### src/rtl/eth_link_failover_ctrl.sv
// Selects between the 10GBASE-R and 1000BASE-T interfaces in the IP-stack clock domain.
// Debounces both link flags, gives 10G precedence, and switches only at frame boundaries.
module eth_link_failover_ctrl #(
  parameter int unsigned UP_DEBOUNCE   = 1562500,
  parameter int unsigned DOWN_FILTER   = 16,
  parameter int unsigned DRAIN_TIMEOUT = 65536,
  parameter int unsigned COUNT_WIDTH   = 16
) (
  input  logic                   clk,
  input  logic                   rst_n,
  input  logic                   baser_link_up,
  input  logic                   baset_link_up,
  input  logic                   rx_frame_active,
  input  logic                   tx_frame_active,
  output logic [1:0]             rx_sel,
  output logic [1:0]             tx_sel,
  output logic                   tx_start_allow,
  output logic                   active_link_up,
  output logic                   link_change,
  output logic [COUNT_WIDTH-1:0] switch_count
);

  localparam int unsigned FILT_MAX = (UP_DEBOUNCE > DOWN_FILTER) ? UP_DEBOUNCE : DOWN_FILTER;
  localparam int unsigned FW       = $clog2(FILT_MAX) + 1;
  localparam int unsigned DW       = $clog2(DRAIN_TIMEOUT) + 1;

  localparam logic [FW-1:0] UP_LAST    = FW'(UP_DEBOUNCE - 1);
  localparam logic [FW-1:0] DOWN_LAST  = FW'(DOWN_FILTER - 1);
  localparam logic [DW-1:0] DRAIN_LAST = DW'(DRAIN_TIMEOUT - 1);

  typedef enum logic [1:0] {NONE, BASET, BASER, DRAIN} state_t;

  // Index 1 is the 10G link, index 0 the 1G link.
  logic [1:0]    link_in;
  logic [1:0]    ok;
  logic [FW-1:0] fcnt [2];

  assign link_in = {baser_link_up, baset_link_up};

  always_ff @(posedge clk) begin
    if (!rst_n) begin
      ok      <= '0;
      fcnt[0] <= '0;
      fcnt[1] <= '0;
    end else begin
      for (int unsigned i = 0; i < 2; i++) begin
        if (link_in[i] == ok[i]) begin
          fcnt[i] <= '0;
        end else if (link_in[i] ? (fcnt[i] == UP_LAST) : (fcnt[i] == DOWN_LAST)) begin
          ok[i]   <= link_in[i];
          fcnt[i] <= '0;
        end else begin
          fcnt[i] <= fcnt[i] + FW'(1);
        end
      end
    end
  end

  logic baser_ok, baset_ok;
  assign baser_ok = ok[1];
  assign baset_ok = ok[0];

  function automatic logic [1:0] enc(state_t s);
    case (s)
      BASET:   return 2'b01;
      BASER:   return 2'b10;
      default: return 2'b00;
    endcase
  endfunction

  function automatic logic link_ok(state_t s, logic r_ok, logic t_ok);
    case (s)
      BASER:   return r_ok;
      BASET:   return t_ok;
      default: return 1'b0;
    endcase
  endfunction

  state_t        state, state_nxt;
  state_t        target, target_nxt;
  state_t        old, old_nxt;
  logic [DW-1:0] drain_cnt;
  logic          tgt_ok, old_ok;
  state_t        stable_cur, stable_nxt;
  logic          chg;

  always_comb begin
    state_nxt  = state;
    target_nxt = target;
    old_nxt    = old;
    tgt_ok     = link_ok(target, baser_ok, baset_ok);
    old_ok     = link_ok(old, baser_ok, baset_ok);
    unique case (state)
      NONE: begin
        if (baser_ok)      state_nxt = BASER;
        else if (baset_ok) state_nxt = BASET;
      end
      BASET: begin
        if (!baset_ok) begin
          if (baser_ok) state_nxt = BASER;
          else          state_nxt = NONE;
        end else if (baser_ok) begin
          state_nxt  = DRAIN;
          old_nxt    = BASET;
          target_nxt = BASER;
        end
      end
      BASER: begin
        if (!baser_ok) begin
          if (baset_ok) state_nxt = BASET;
          else          state_nxt = NONE;
        end
      end
      DRAIN: begin
        // Link loss aborts take priority over the normal drain exit.
        if (!tgt_ok && !old_ok)                                         state_nxt = NONE;
        else if (!tgt_ok)                                               state_nxt = old;
        else if (!old_ok)                                               state_nxt = target;
        else if ((!rx_frame_active && !tx_frame_active) || drain_cnt == DRAIN_LAST) state_nxt = target;
      end
      default: state_nxt = NONE;
    endcase
  end

  // DRAIN is transparent for change reporting: it still counts as the old link.
  always_comb begin
    stable_cur = (state == DRAIN) ? old : state;
    stable_nxt = (state_nxt == DRAIN) ? old_nxt : state_nxt;
    chg        = (state_nxt != DRAIN) && (state_nxt != stable_cur);
  end

  always_ff @(posedge clk) begin
    if (!rst_n) begin
      state          <= NONE;
      target         <= NONE;
      old            <= NONE;
      drain_cnt      <= '0;
      rx_sel         <= '0;
      tx_sel         <= '0;
      tx_start_allow <= 1'b0;
      active_link_up <= 1'b0;
      link_change    <= 1'b0;
      switch_count   <= '0;
    end else begin
      state          <= state_nxt;
      target         <= target_nxt;
      old            <= old_nxt;
      drain_cnt      <= (state == DRAIN && state_nxt == DRAIN) ? drain_cnt + DW'(1) : '0;
      rx_sel         <= enc(stable_nxt);
      tx_sel         <= enc(stable_nxt);
      tx_start_allow <= (state_nxt == BASET) || (state_nxt == BASER);
      active_link_up <= (state_nxt != NONE);
      link_change    <= chg;
      if (chg && switch_count != '1) switch_count <= switch_count + COUNT_WIDTH'(1);
    end
  end

endmodule
### config.mk
export PLATFORM = sky130hd
export DESIGN_NAME = eth_link_failover_ctrl
export DESIGN_NICKNAME = d
export VERILOG_FILES = /design/src/rtl/eth_link_failover_ctrl.sv
export SDC_FILE = /design/constraint.sdc
export NUM_CORES = 1
export LEC_CHECK = 0
export ABC_AREA = 1
export CAP_MARGIN = 20
export CELL_PAD_IN_SITES_DETAIL_PLACEMENT = 0
export CELL_PAD_IN_SITES_GLOBAL_PLACEMENT = 1
export CORE_MARGIN = 8
export CORE_UTILIZATION = 49
export DETAILED_ROUTE_END_ITERATION = 8
export PLACE_DENSITY = 0.92
export SYNTH_ARGS = -nofsm -noshare
export SYNTH_HDL_FRONTEND = slang
export SYNTH_SLANG_ARGS = --single-unit
### constraint.sdc
create_clock -name clk -period 7.33 [get_ports clk]
set_input_delay 1.466 -clock clk [delete_from_list [all_inputs] [get_ports clk]]
set_output_delay 1.466 -clock clk [all_outputs]
set_load 0.005 [all_outputs]
---- Word level (Yosys, flattened, before mapping) ----
Memory sizes are Yosys's and may differ from the RTL's.
Index checks and enable logic that the tools add are counted.
storage, ports and cells
  logic and storage cells ................. 112
  memories kept ........................... 1
  RAM bits ................................ 44
  input bits .............................. 6
  register bits after elaboration ......... 45
  output and inout bits ................... 23
memory list
  name  words  bits a word  read ports  clocked after Yosys merged registers in  write ports  line  source
  fcnt  2      22           2           0                                        2            36    logic [FW-1:0] fcnt [2];
operators by class
  bitwise operators ....................... 8
  muxes and demuxes ....................... 51
  $add $sub $neg .......................... 4
  equal/unequal tests ..................... 20
  reductions and logical operators ........ 17
operators by type and width
  kind                                                               number
  22-bit 2-to-1 mux                                                  6
  22-bit by 1-bit adder with 22-bit output, second input constant    2
  22-bit by 21-bit == test with 1-bit output, second input constant  2
  22-bit by 4-bit == test with 1-bit output, second input constant   2
  2-bit 2-to-1 mux                                                   15
  1-bit 2-to-1 mux                                                   27
  17-bit by 1-bit adder with 17-bit output, second input constant    1
  17-bit by 16-bit == test with 1-bit output, second input constant  1
  16-bit by 1-bit adder with 16-bit output, second input constant    1
  16-bit inequality test, second input constant                      1
  2-bit == test, second input constant                               6
  2-bit by 1-bit == test with 1-bit output, second input constant    4
  2-bit case mux with 4 select lines                                 1
  1-bit OR                                                           6
  2-bit AND reduction                                                3
  1-bit logical AND                                                  5
  1-bit logical NOT                                                  4
  2-bit case mux with 2 select lines                                 1
  3-bit AND reduction                                                1
  1-bit == test                                                      2
  2-bit logical NOT                                                  1
  1-bit logical OR                                                   2
  2-bit inequality test                                              1
  2-bit inequality test, second input constant                       1
  3 further kinds                                                    4

---- Depth between registers and ports, before layout ----
Gate-level depths: netlist of the first run.
  depth after elaboration ................. 12
  depth in mapped cells ................... 23
  mapped depth without buffers ............ 23

---- Least setup slack after synthesis of the first run ----
No wires, ideal clock.
  kind .................................... input to register
  start ................................... in tx_frame_active
  end ..................................... reg drain_cnt[3]
  path buffers ............................ 0
  library setup time ...................... 58 ps
  arrival ................................. 3,113 ps
  setup slack ............................. 4,160 ps
  required time ........................... 7,272 ps
  stages .................................. 12
  cell sequence ........................... o21ai_0 -> o21ai_0 -> nand2_1 -> nand2_2 -> nand2_2 -> inv_1 -> ha_1 -> clkinv_1 -> nor3_2 -> inv_2 -> a21oi_1 -> o21a_1
on the way
  word-level cells in the longest chain between the ends .. 11
ends and longest elaborated chain
  item                                line  source
  from (decl)                         14    input logic tx_frame_active,
  1-bit logical NOT                   119   else if ((!rx_frame_active && !tx_frame_active) || drain_cnt == DRAIN_LAST) state_nxt = target;
  1-bit logical AND                   119
  1-bit logical OR                    119
  2-bit 2-to-1 mux                    119
  2-bit 2-to-1 mux                    118   else if (!old_ok) state_nxt = target;
  2-bit 2-to-1 mux                    117   else if (!tgt_ok) state_nxt = old;
  2-bit 2-to-1 mux                    116   if (!tgt_ok && !old_ok) state_nxt = NONE;
  2-bit case mux with 4 select lines  93    unique case (state)
  net state_nxt[0]                    79    state_t state, state_nxt;
  2-bit == test                       148   drain_cnt <= (state == DRAIN && state_nxt == DRAIN) ? drain_cnt + DW'(1) : '0;
  1-bit logical AND                   148
  2-bit AND reduction (no line)       --
  to (signal assigned)                148
  to (decl)                           82    logic [DW-1:0] drain_cnt;
The timed path passes the listed nets, and every way through them passes these cells.
A chain may end at the register's enable or synchronous reset.

---- Worst setup path in the final report of the first run ----
  start ................................... in tx_frame_active
  end ..................................... reg drain_cnt[4]
The elaborated chain is that of the path after synthesis.

==> key figures, run 1 <==
Status
  • Outcome: complete, no violations

Timing
  • Worst-margin pin slew: around 860 ps
  • Minimum clock period: 3970 ps
  • Relative slew slack: 42.5%
  • RSZ-0062 raised after global routing: no
  • Final Hold Viols: 0
  • TNS Setup: 0 ps
  • Clock skew: 16.7 ps
  • Pins over their slew limit: 0
  • FMAX: 252 MHz
  • Final worst-path cycle share: 54.1%
  • Final setup violation count: 0

Logic synthesis
  • Number of flops mapped to enable cells by yosys: 44
  • Avg Cell Area, Syn: 8.12 um2
  • Mapped cell area: 5030 um2
  • Flops & latches, synth: slightly below 90
  • Top cells by count, synth: nand2_1 (86), nor2_1 (82), inv_1 (81), dfxtp_1 (45), edfxtp_1 (44)
  • Synthesized instance count: 620
  • Primary FF master, synth: dfxtp_1
  • Post-synthesis sequential area ratio: 44.1%
  • FFs w/ async S/R, synth: 0%
  • Cell type with the highest aggregate area in the netlist: edfxtp_1
  • Netlist cell types: 41
  • Most common cell in the netlist: nand2_1
  • Post-synth top area share: 26.2%
  • Most area-consuming cells after synthesis: edfxtp_1 (26%), dfxtp_1 (18%), nand2_1 (6.4%)
  • Synth warn: 0

Critical path
  • CP Data Arrival Time: 4270 ps
  • Critical Path RT: 7630 ps
  • Worst r2r src: drain_cnt[0]
  • Critical Path Start Type: primary input
  • CP Launch Point: tx_frame_active
  • CP Class: in2reg
  • Worst setup EP type: flip-flop
  • Crit-path max FO: 17
  • R2R depth: 23

Route
  • Total vias in the final route: between 4000 and 5000
  • Drt drc: 0
  • Routed wire length: 9890 um
  • Final ANT Viol Nets: 0
  • Routed len/inst: between 10 and 15 um
  • Drt pass-1 iters: 4
  • Iteration-0 DRC Markers: 252
  • Via density: 5.01

CTS
  • Max Root-Sink Buffers: 2
  • Clock-pin slew on the worst setup and hold paths: around 90 ps
  • Post-CTS setup buffers: 0
  • Clk_lat worst skew: 360 ps
  • Clock sinks: 89
  • Htree depth: 3
  • Root Buffer Master: clkbuf_8
  • Post-cts sizing count: 0
  • Hold buffers post-CTS: 0
  • TritonCTS clock tree: done
  • CTS buffer count: 9

Finish
  • Layout cell share with drive strength beyond 1: 9.93%
  • P&R area growth vs syn: 14.2%
  • Post-layout util: a little under three fifths
  • Fin nets: 705
  • Fill count: 954
  • ANT cells: 0

Hold path
  • Hold Path Class: reg2reg
  • Hold path cells: 1
  • Hold_sp: drain_cnt[0]

Die
  • Die height: 117 um
  • Initial core utilization: 49.6%
  • Die Width: around 120 um
  • Boundary Pins: 29
  • Row Count: 37
  • Area of the core: between 10000 and 15000 um2
  • Die area: approximately 14000 um2

Place
  • Dpl hpwl: about 7400 um
  • I/O Buffers: 28
  • GP Congestion: 0.886

Global route
  • Remaining global-route overflow: 0
  • Initial antenna violation count: 0
  • Largest net degree at the start of global routing: 26
  • Vias in the first global route: 4113
  • GRT Util Overall: 15.2%
  • First-pass GRT wire length: 18200 um

Power and ir drop
  • Leakage: 2.14 nW
  • Power Density: 162 nW/um2
  • Worst vdd ir: 0.0000851 V
  • Pwr Total: 0.000932 W

Job
  • Max_cap viols: 0
routing by layer:
metal / share of wire (%) / up-vias / global-route usage, %
met2: 48 / 76 / 25.8
met4: 0.74 / 0 / 3.97
met5: 0 / - / 0
met3: 4.4 / 6 / 3.74
li1: - / 2171 / -
met1: 47 / 1910 / 18.7
report_power, final:
part	switching (W)	internal [W]	total [W]	leakage, nW
Sequential	0.0000144	0.000536	0.000551	0.815
Combinational	0.0000321	0.0000160	0.0000480	1.22
Clock	0.000186	0.000147	0.000333	0.103
sequential cells by signal (all words and copies together) (netlist names):
| signal | count |
|---|---|
| tx_sel | 2 |
| tx_start_allow | 1 |
| old | 2 |
| state | 2 |
| active_link_up | 1 |
| switch_count | 16 |
| fcnt | 44 |
| link_change | 1 |
| drain_cnt | 17 |
| target | 1 |
| ok | 2 |
final timing paths:
path / endpoint / slack (ps)
setup / recovery: drain_cnt[4] / 3360
hold reg to reg: drain_cnt[0] / 450
hold / removal: drain_cnt[0] / 450
setup reg to reg: drain_cnt[4] / 3560
worst max-delay path, stage by stage:
cell	delay (ps)
clkdlybuf4s50_1	500
o21ai_0	90
o21ai_0	140
nand2_1	80
nand2_2	70
nand2_2	70
inv_1	80
ha_1	220
clkinv_1	480
nor3_2	600
inv_2	180
a21oi_1	160
o21a_1	130
per-stage QoR:
step / instances / setup WS [ps] / hold WS (ps) / area (um2)
floorplan: 663 / 4160 / 413 / 5190
global placement: 815 / 3050 / 421 / 5550
detailed placement: 815 / 3040 / 431 / 5550
CTS: 831 / 3400 / 451 / 5750
global route: 831 / 3150 / 495 / 5750
finish: 831 / 3360 / 448 / 5750
cells by family after synthesis:
kind of cell	synth area share, %
and+or+nand+nor	31.4
AOI/OAI and AO/OA	7.90
other	0.0745
buffers and inverters	8.53
adders and majority gates	2.24
xor gates and xnor gates	5.74
DFF	44.1
cell type report:
cell class	instances	area [um2]	share of cell area (%)
multi-input combinational	473	2540	44.3
timing repair buffer	29	288	5.01
clock inverter	6	43.8	0.762
sequential	89	2220	38.7
clock buffer	10	149	2.59
inverter	88	330	5.75
tap	136	170	2.96
cells in the final DEF, fill, tap and decap left out, types with 2 or more instances in the layout:
master	count
a21oi_1	36
a21oi_2	8
and3_1	3
clkbuf_8	9
clkdlybuf4s50_1	28
conb_1	44
dfxtp_1	45
edfxtp_1	44
ha_1	9
inv_1	81
inv_2	6
inv_4	2
inv_6	2
nand2_1	86
nand2_2	17
nand3_1	32
nand3_2	2
nand4_1	27
nor2_1	82
nor2_2	5
nor3_1	28
nor3_2	3
nor3_4	2
nor3b_1	9
nor4_1	12
nor4_2	4
o211ai_1	2
o21a_1	3
o21ai_0	18
or2_2	2
xnor2_1	4
xor2_1	29
(Power assumes the default switching activity.)
==> run 2: changes to the inputs <==
--- a/config.mk
+++ b/config.mk
@@ -10,9 +10,9 @@
 export CELL_PAD_IN_SITES_DETAIL_PLACEMENT = 0
 export CELL_PAD_IN_SITES_GLOBAL_PLACEMENT = 1
 export CORE_MARGIN = 8
-export CORE_UTILIZATION = 49
+export CORE_UTILIZATION = 45
 export DETAILED_ROUTE_END_ITERATION = 8
-export PLACE_DENSITY = 0.92
+export PLACE_DENSITY = 0.86
 export SYNTH_ARGS = -nofsm -noshare
 export SYNTH_HDL_FRONTEND = slang
 export SYNTH_SLANG_ARGS = --single-unit
==> constraint.sdc (replaced) <==
create_clock -name clk -period 3.8 [get_ports clk]
set_input_delay 0.76 -clock clk [delete_from_list [all_inputs] [get_ports clk]]
set_output_delay 0.76 -clock clk [all_outputs]
set_load 0.005 [all_outputs]
==> key figures, run 2 (synthesis gave the netlist of run 1 again) <==
Finish
  • Top Registers: fcnt x44, drain_cnt x17, switch_count x16
  • ANT cells: 0 (unchanged)
  • P&R area growth vs syn: 15.8%
  • Most frequent cells in the layout: nand2_1 (86), nor2_1 (82), inv_1 (81), dfxtp_1 (45)
  • Fill count: 1071 (+12%)
  • Commonest non-fill, non-tap cell in the layout: nand2_1
  • Top reg by flops: fcnt
  • Final Cell Area: 5830 um2 (+1.4%)
  • Post-layout util: 53.5% (-3.1 points)
  • Fin nets: 709 (+0.57%)
  • Max FFs per register: 44 (unchanged)
  • Layout cell share with drive strength beyond 1: 10.4% (+0.52 points)

Place
  • DP Area: 5580 um2 (+0.50%)
  • Dpl hpwl: 7660 um (+3.8%)
  • GP Congestion: 0.893 (+0.88%)
  • I/O Buffers: 28 (unchanged)

CTS
  • CTS buffer count: 9 (unchanged)
  • TritonCTS clock tree: done
  • Clk_lat worst skew: 370 ps (about the same)
  • Clock sinks: 89 (unchanged)
  • Htree depth: 3 (unchanged)
  • Root Buffer Master: clkbuf_8
  • Hold buffers post-CTS: 0 (unchanged)
  • Clock-pin slew on the worst setup and hold paths: 90 ps (about the same)
  • Max Root-Sink Buffers: 2 (unchanged)

Timing
  • TNS Setup: 0 ps (unchanged)
  • Relative slew slack: 41.2% (-1.3 points)
  • Minimum clock period: 3320 ps
  • Final hold slack: 447 ps (-0.583 ps)
  • Final setup violation count: 0 (unchanged)
  • Worst-margin pin slew: 878 ps (+17.9 ps)
  • Pins over their slew limit: 0 (unchanged)
  • Clock skew: 12.0 ps (-4.78 ps)
  • RSZ-0062 raised after global routing: no
  • Final worst-path cycle share: 87.5%
  • Final Hold Viols: 0 (unchanged)
  • FMAX: 301 MHz

Critical path
  • Critical Path Start Type: flip-flop
  • Worst path cell trace: ha_1 -> nand2_1 -> nor2_1 -> nand3_1 -> nor3_1 -> nand2_1 -> nor3b_2 -> nand2_1 -> nor2_1 -> ha_1 -> nor2_1 -> o21ai_0 -> o21ai_0 -> nand2_1 -> nand2_2 -> nand2_2 -> inv_1 -> ha_1 -> clkinvlp_4 -> nor3_4 -> inv_2 -> a21oi_1 -> o21a_1
  • CP Class: reg2reg
  • Crit-path max FO: 10 (-7)
  • Most used cell, CP: nand2_1
  • Reg-to-reg setup timing slack: 480 ps (-3080 ps)
  • CP Data Arrival Time: 3630 ps (-640 ps)
  • R2R depth: 23 (unchanged)
  • Critical Path RT: 4110 ps (-3520 ps)
  • Worst setup EP type: flip-flop
  • CP max-delay cell: nor3_4
  • Critical path's largest stage delay: 340 ps (-260 ps)

Power and ir drop
  • Worst vdd ir: 0.000190 V (+120%)
  • Pwr Total: 0.00184 W (+97%)
  • Power Density: 315 nW/um2 (+95%)
  • Leakage: 2.18 nW (+1.7%)

Die
  • Die Width: 122 um (+3.8%)
  • Initial core utilization: 46.2% (-3.4 points)
  • Boundary Pins: 29 (unchanged)
  • Die height: 122 um (+3.8%)
  • Row Count: 38 (+2.7%)
  • Area of the core: 10900 um2 (+7.4%)
  • Die area: 14800 um2 (+7.6%)

Route
  • Iteration-0 DRC Markers: 226 (-10%)
  • Via density: 4.97 (-0.74%)
  • Routed wire length: 10200 um (+2.9%)
  • Total vias in the final route: 4172 (+0.22%)
  • Drt pass-1 iters: 4 (unchanged)
  • Drt drc: 0 (unchanged)
  • Final ANT Viol Nets: 0 (unchanged)
  • Routed len/inst: 12.1 um (+1.9%)

Hold path
  • Hold Path Class: reg2reg
  • Hold path cells: 1 (unchanged)

Global route
  • First-pass GRT wire length: 17800 um (-2.1%)
  • Remaining global-route overflow: 0 (unchanged)
  • GRT Util Overall: 14.6% (-0.53 points)
  • Largest net degree at the start of global routing: 26 (unchanged)
  • Initial antenna violation count: 0 (unchanged)
  • Vias in the first global route: 3945 (-4.1%)

Status
  • Outcome: complete, no violations

Job
  • Max_cap viols: 0 (unchanged)
==> run 2: cell count changes in the layout (fill, tap and decap cells not counted), sizes merged <==
cell,before,now
buf,1,5
clkbuf,10,14
clkinv,3,2
clkinvlp,0,1
inv,91,87
==> run 2: area by class of cell <==
cell class,instances,area [um2],area share (%)
Multi-Input combinational cell,473,2550,43.8
Clock buffer,14,195,3.35
Tap cell,140,175,3.00
Inverter,88,334,5.73
Timing Repair Buffer,33,330,5.67
Clock inverter,2,17.5,0.300
Sequential cell,89,2220,38.1
==> run 2: where the power goes <==
part           leakage (nW)  internal, W  switching [W]
Clock                 0.107     0.000339       0.000341
Sequential            0.815      0.00103      0.0000279
Combinational          1.26    0.0000327      0.0000634
==> run 2: worst paths after layout <==
path                 from            to
min reg2reg  drain_cnt[0]  drain_cnt[0]
max          drain_cnt[0]  drain_cnt[4]
min          drain_cnt[0]  drain_cnt[0]
max reg2reg  drain_cnt[0]  drain_cnt[4]
==> run 2: worst max-delay path: cells and delay by family, from the launching register on <==
family	cells	cell delay, ps
AOI/OAI and AO/OA	4	510
adders and majority gates	3	640
buffers and inverters	3	520
DFF	1	330
and+or+nand+nor	13	1260
==> run 2: metrics by stage <==
step / setup WS [ps] / cells
2_1_floorplan: 830 / 663
3_3_place_gp: 380 / 822
3_5_place_dp: 235 / 822
4_1_cts: 197 / 838
5_1_grt: 6.78 / 839
6_report: 476 / 839
==> run 2: what timing repair did <==
action / CTS / global route
setup endpoints to repair: 0 / 31
gates resized for setup: 0 / 3
setup buffers: 0 / 1
==> run 2: layer usage <==
layer  global-route usage [%]  routed length (um)  vias to the layer above  part of all wire, %
li1                         -                   -                     2179                    -
met1                     18.8                4820                     1901                   47
met2                     23.3                4660                       75                   46
met3                     2.92                 467                       17                  4.6
met4                     6.71                 217                        0                  2.1
met5                        0                   0                        -                    0
==> run 3: changes to the inputs <==
--- a/config.mk
+++ b/config.mk
@@ -13,6 +13,7 @@
 export CORE_UTILIZATION = 45
 export DETAILED_ROUTE_END_ITERATION = 8
 export PLACE_DENSITY = 0.86
+export RECOVER_POWER = 50
 export SYNTH_ARGS = -nofsm -noshare
 export SYNTH_HDL_FRONTEND = slang
 export SYNTH_SLANG_ARGS = --single-unit
==> key figures, run 3 (synthesis gave the netlist of run 1 again) <==
Status
  • Outcome: complete, no violations

Finish
  • Fill count: 1073 (+0.19%)
  • Post-layout util: 53.5% (about the same)
  • P&R area growth vs syn: 15.7% (about the same)
  • Max FFs per register: 44 (unchanged)
  • Area of the multi-input gates: 2550 um2 (unchanged)
  • Fin nets: 709 (unchanged)
  • Most frequent cells in the layout: nand2_1 (86), nor2_1 (82), inv_1 (81), dfxtp_1 (45)
  • FF+latch area: 2220 um2 (unchanged)
  • Top reg by flops: fcnt
  • Top Registers: fcnt x44, drain_cnt x17, switch_count x16
  • Commonest non-fill, non-tap cell in the layout: nand2_1
  • Layout cell share with drive strength beyond 1: 10.3% (-0.14 points)
  • ANT cells: 0 (unchanged)

Die
  • Die height: 122 um (unchanged)
  • Die area: 14800 um2 (unchanged)
  • Boundary Pins: 29 (unchanged)
  • Row Count: 38 (unchanged)
  • Area of the core: 10900 um2 (unchanged)
  • Die Width: 122 um (unchanged)
  • Initial core utilization: 46.2% (unchanged)

Route
  • Routed wire length: 10200 um (+0.35%)
  • Drt pass-1 iters: 4 (unchanged)
  • Via density: 4.97 (-0.12%)
  • Final ANT Viol Nets: 0 (unchanged)
  • Routed len/inst: 12.2 um (+0.35%)
  • Drt drc: 0 (unchanged)
  • Iteration-0 DRC Markers: 229 (+1.3%)
  • Total vias in the final route: 4167 (-0.12%)

Critical path
  • RR Endpoint: drain_cnt[4]
  • CP Data Arrival Time: 3640 ps (about the same)
  • Worst setup EP type: flip-flop
  • Critical Path RT: 4110 ps (about the same)
  • CP Class: reg2reg
  • Worst r2r src: drain_cnt[0]
  • Most used cell, CP: nand2_1
  • CP Depth: 23 (unchanged)
  • Critical Path Start Type: flip-flop
  • Critical path's largest stage delay: 340 ps (about the same)
  • End point of the critical path: drain_cnt[4]
  • CP max-delay cell: nor3_4
  • Crit-path max FO: 10 (unchanged)
  • CP top delay family: simple AND/OR/NAND/NOR gates
  • R2R depth: 23 (unchanged)
  • Crit path buf inv count: 3 (unchanged)
  • Worst path cell trace: ha_1 -> nand2_1 -> nor2_1 -> nand3_1 -> nor3_1 -> nand2_1 -> nor3b_2 -> nand2_1 -> nor2_1 -> ha_1 -> nor2_1 -> o21ai_0 -> o21ai_0 -> nand2_1 -> nand2_2 -> nand2_2 -> inv_1 -> ha_1 -> clkinvlp_4 -> nor3_4 -> inv_2 -> a21oi_1 -> o21a_1
  • Reg-to-reg setup timing slack: 470 ps (about the same)
  • CP Launch Point: drain_cnt[0]

Global route
  • Initial antenna violation count: 0 (unchanged)
  • Vias in the first global route: 3945 (unchanged)
  • Met2 Usage GRT: 23.3% (unchanged)
  • Remaining global-route overflow: 0 (unchanged)
  • GR Util met1: 18.8% (unchanged)
  • Largest net degree at the start of global routing: 26 (unchanged)
  • Global-route layer with the greatest usage: met2
  • GR Util met3: 2.92% (unchanged)
  • First-pass GRT wire length: 17800 um (unchanged)
  • GRT Util Overall: 14.6% (unchanged)

Timing
  • RSZ-0062 raised after global routing: no
  • Clock skew: 11.7 ps (-0.315 ps)
  • Final Hold Viols: 0 (unchanged)
  • Relative slew slack: 34.7% (-6.6 points)
  • FMAX: 300 MHz (-0.14%)
  • Worst-margin pin slew: 980 ps (+102 ps)
  • Minimum clock period: 3330 ps (+4.63 ps)
  • TNS Setup: 0 ps (unchanged)
  • Pins over their slew limit: 0 (unchanged)
  • Final worst-path cycle share: 87.6% (+0.12 points)
  • Final setup violation count: 0 (unchanged)

Power and ir drop
  • Sw frac: 23.6% (+0.066 points)
  • Cell Int Power: 0.00141 W (about the same)
  • Reg power frac: 57.8% (about the same)
  • Worst vdd ir: 0.000191 V (about the same)
  • Combinational fraction of design power: 5.2% (about the same)
  • NetSw: 0.000434 W (+0.31%)
  • Leakage: 2.26 nW (+3.6%)
  • Power Density: 316 nW/um2 (about the same)
  • Clock power share: 37.0% (about the same)
  • Pwr Total: 0.00184 W (about the same)

Job
  • Max_cap viols: 0 (unchanged)

Place
  • Dpl hpwl: 7660 um (unchanged)
  • GP Congestion: 0.893 (unchanged)
  • I/O Buffers: 28 (unchanged)

CTS
  • Htree depth: 3 (unchanged)
  • Clock-pin slew on the worst setup and hold paths: 90 ps (about the same)
  • Max Root-Sink Buffers: 2 (unchanged)
  • Clk_lat worst skew: 370 ps (about the same)
  • Root Buffer Master: clkbuf_8
  • Clock sinks: 89 (unchanged)
  • TritonCTS clock tree: done
  • CTS buffer count: 9 (unchanged)

Hold path
  • Hold Path Class: reg2reg
  • Hold path cells: 1 (unchanged)
run 3: area by class of cell:
type                            instances  share of cell area (%)
Clock inverter                          2                   0.301
Clock buffer                           14                    3.35
Inverter                               88                    5.73
Tap cell                              140                    3.01
Sequential cell                        89                    38.1
Multi-Input combinational cell        473                    43.9
Timing Repair Buffer                   33                    5.61
run 3: metal layers:
layer	vias to the layer above	wire, um
li1	2180	-
met1	1900	4870
met2	70	4690
met3	17	447
met4	0	203
met5	-	0
run 3: power by group through the flow:
stage | registers (W) | clock network, W | logic (W)
floorplan | 0.00108 | 0 | 0.0000717
global placement | 0.00108 | 0 | 0.0000930
detailed placement | 0.00108 | 0 | 0.0000946
CTS | 0.00106 | 0.000711 | 0.0000952
global route | 0.00107 | 0.000744 | 0.000111
finish | 0.00106 | 0.000681 | 0.0000954
run 3: how the worst min path moves through the flow:
| stage | startpoint | end | slack (ps) |
|---|---|---|---|
| 6_report | drain_cnt[0] | drain_cnt[0] | 450 |
| 4_1_cts | drain_cnt[0] | drain_cnt[0] | 450 |
| 3_5_place_dp | drain_cnt[0] | drain_cnt[0] | 430 |
| 5_1_grt | drain_cnt[0] | drain_cnt[0] | 470 |
| 2_1_floorplan | drain_cnt[0] | drain_cnt[0] | 410 |
| 3_3_place_gp | drain_cnt[0] | drain_cnt[0] | 420 |
run 3: what timing repair did:
item                                    CTS  global route
setup buffers                             0             1
resized for setup                         0             3
hold buffers                              0             0
endpoints found under the setup margin    0            31
run 3: metrics by stage:
stage                     cell area, um2  hold slack [ps]  setup slack [ps]  instances
after floorplan                     5190              413               830        663
after global placement              5580              423               380        822
after detailed placement            5580              430               235        822
after CTS                           5790              447               197        838
after global routing                5830              473              6.83        839
final                               5830              447               472        839
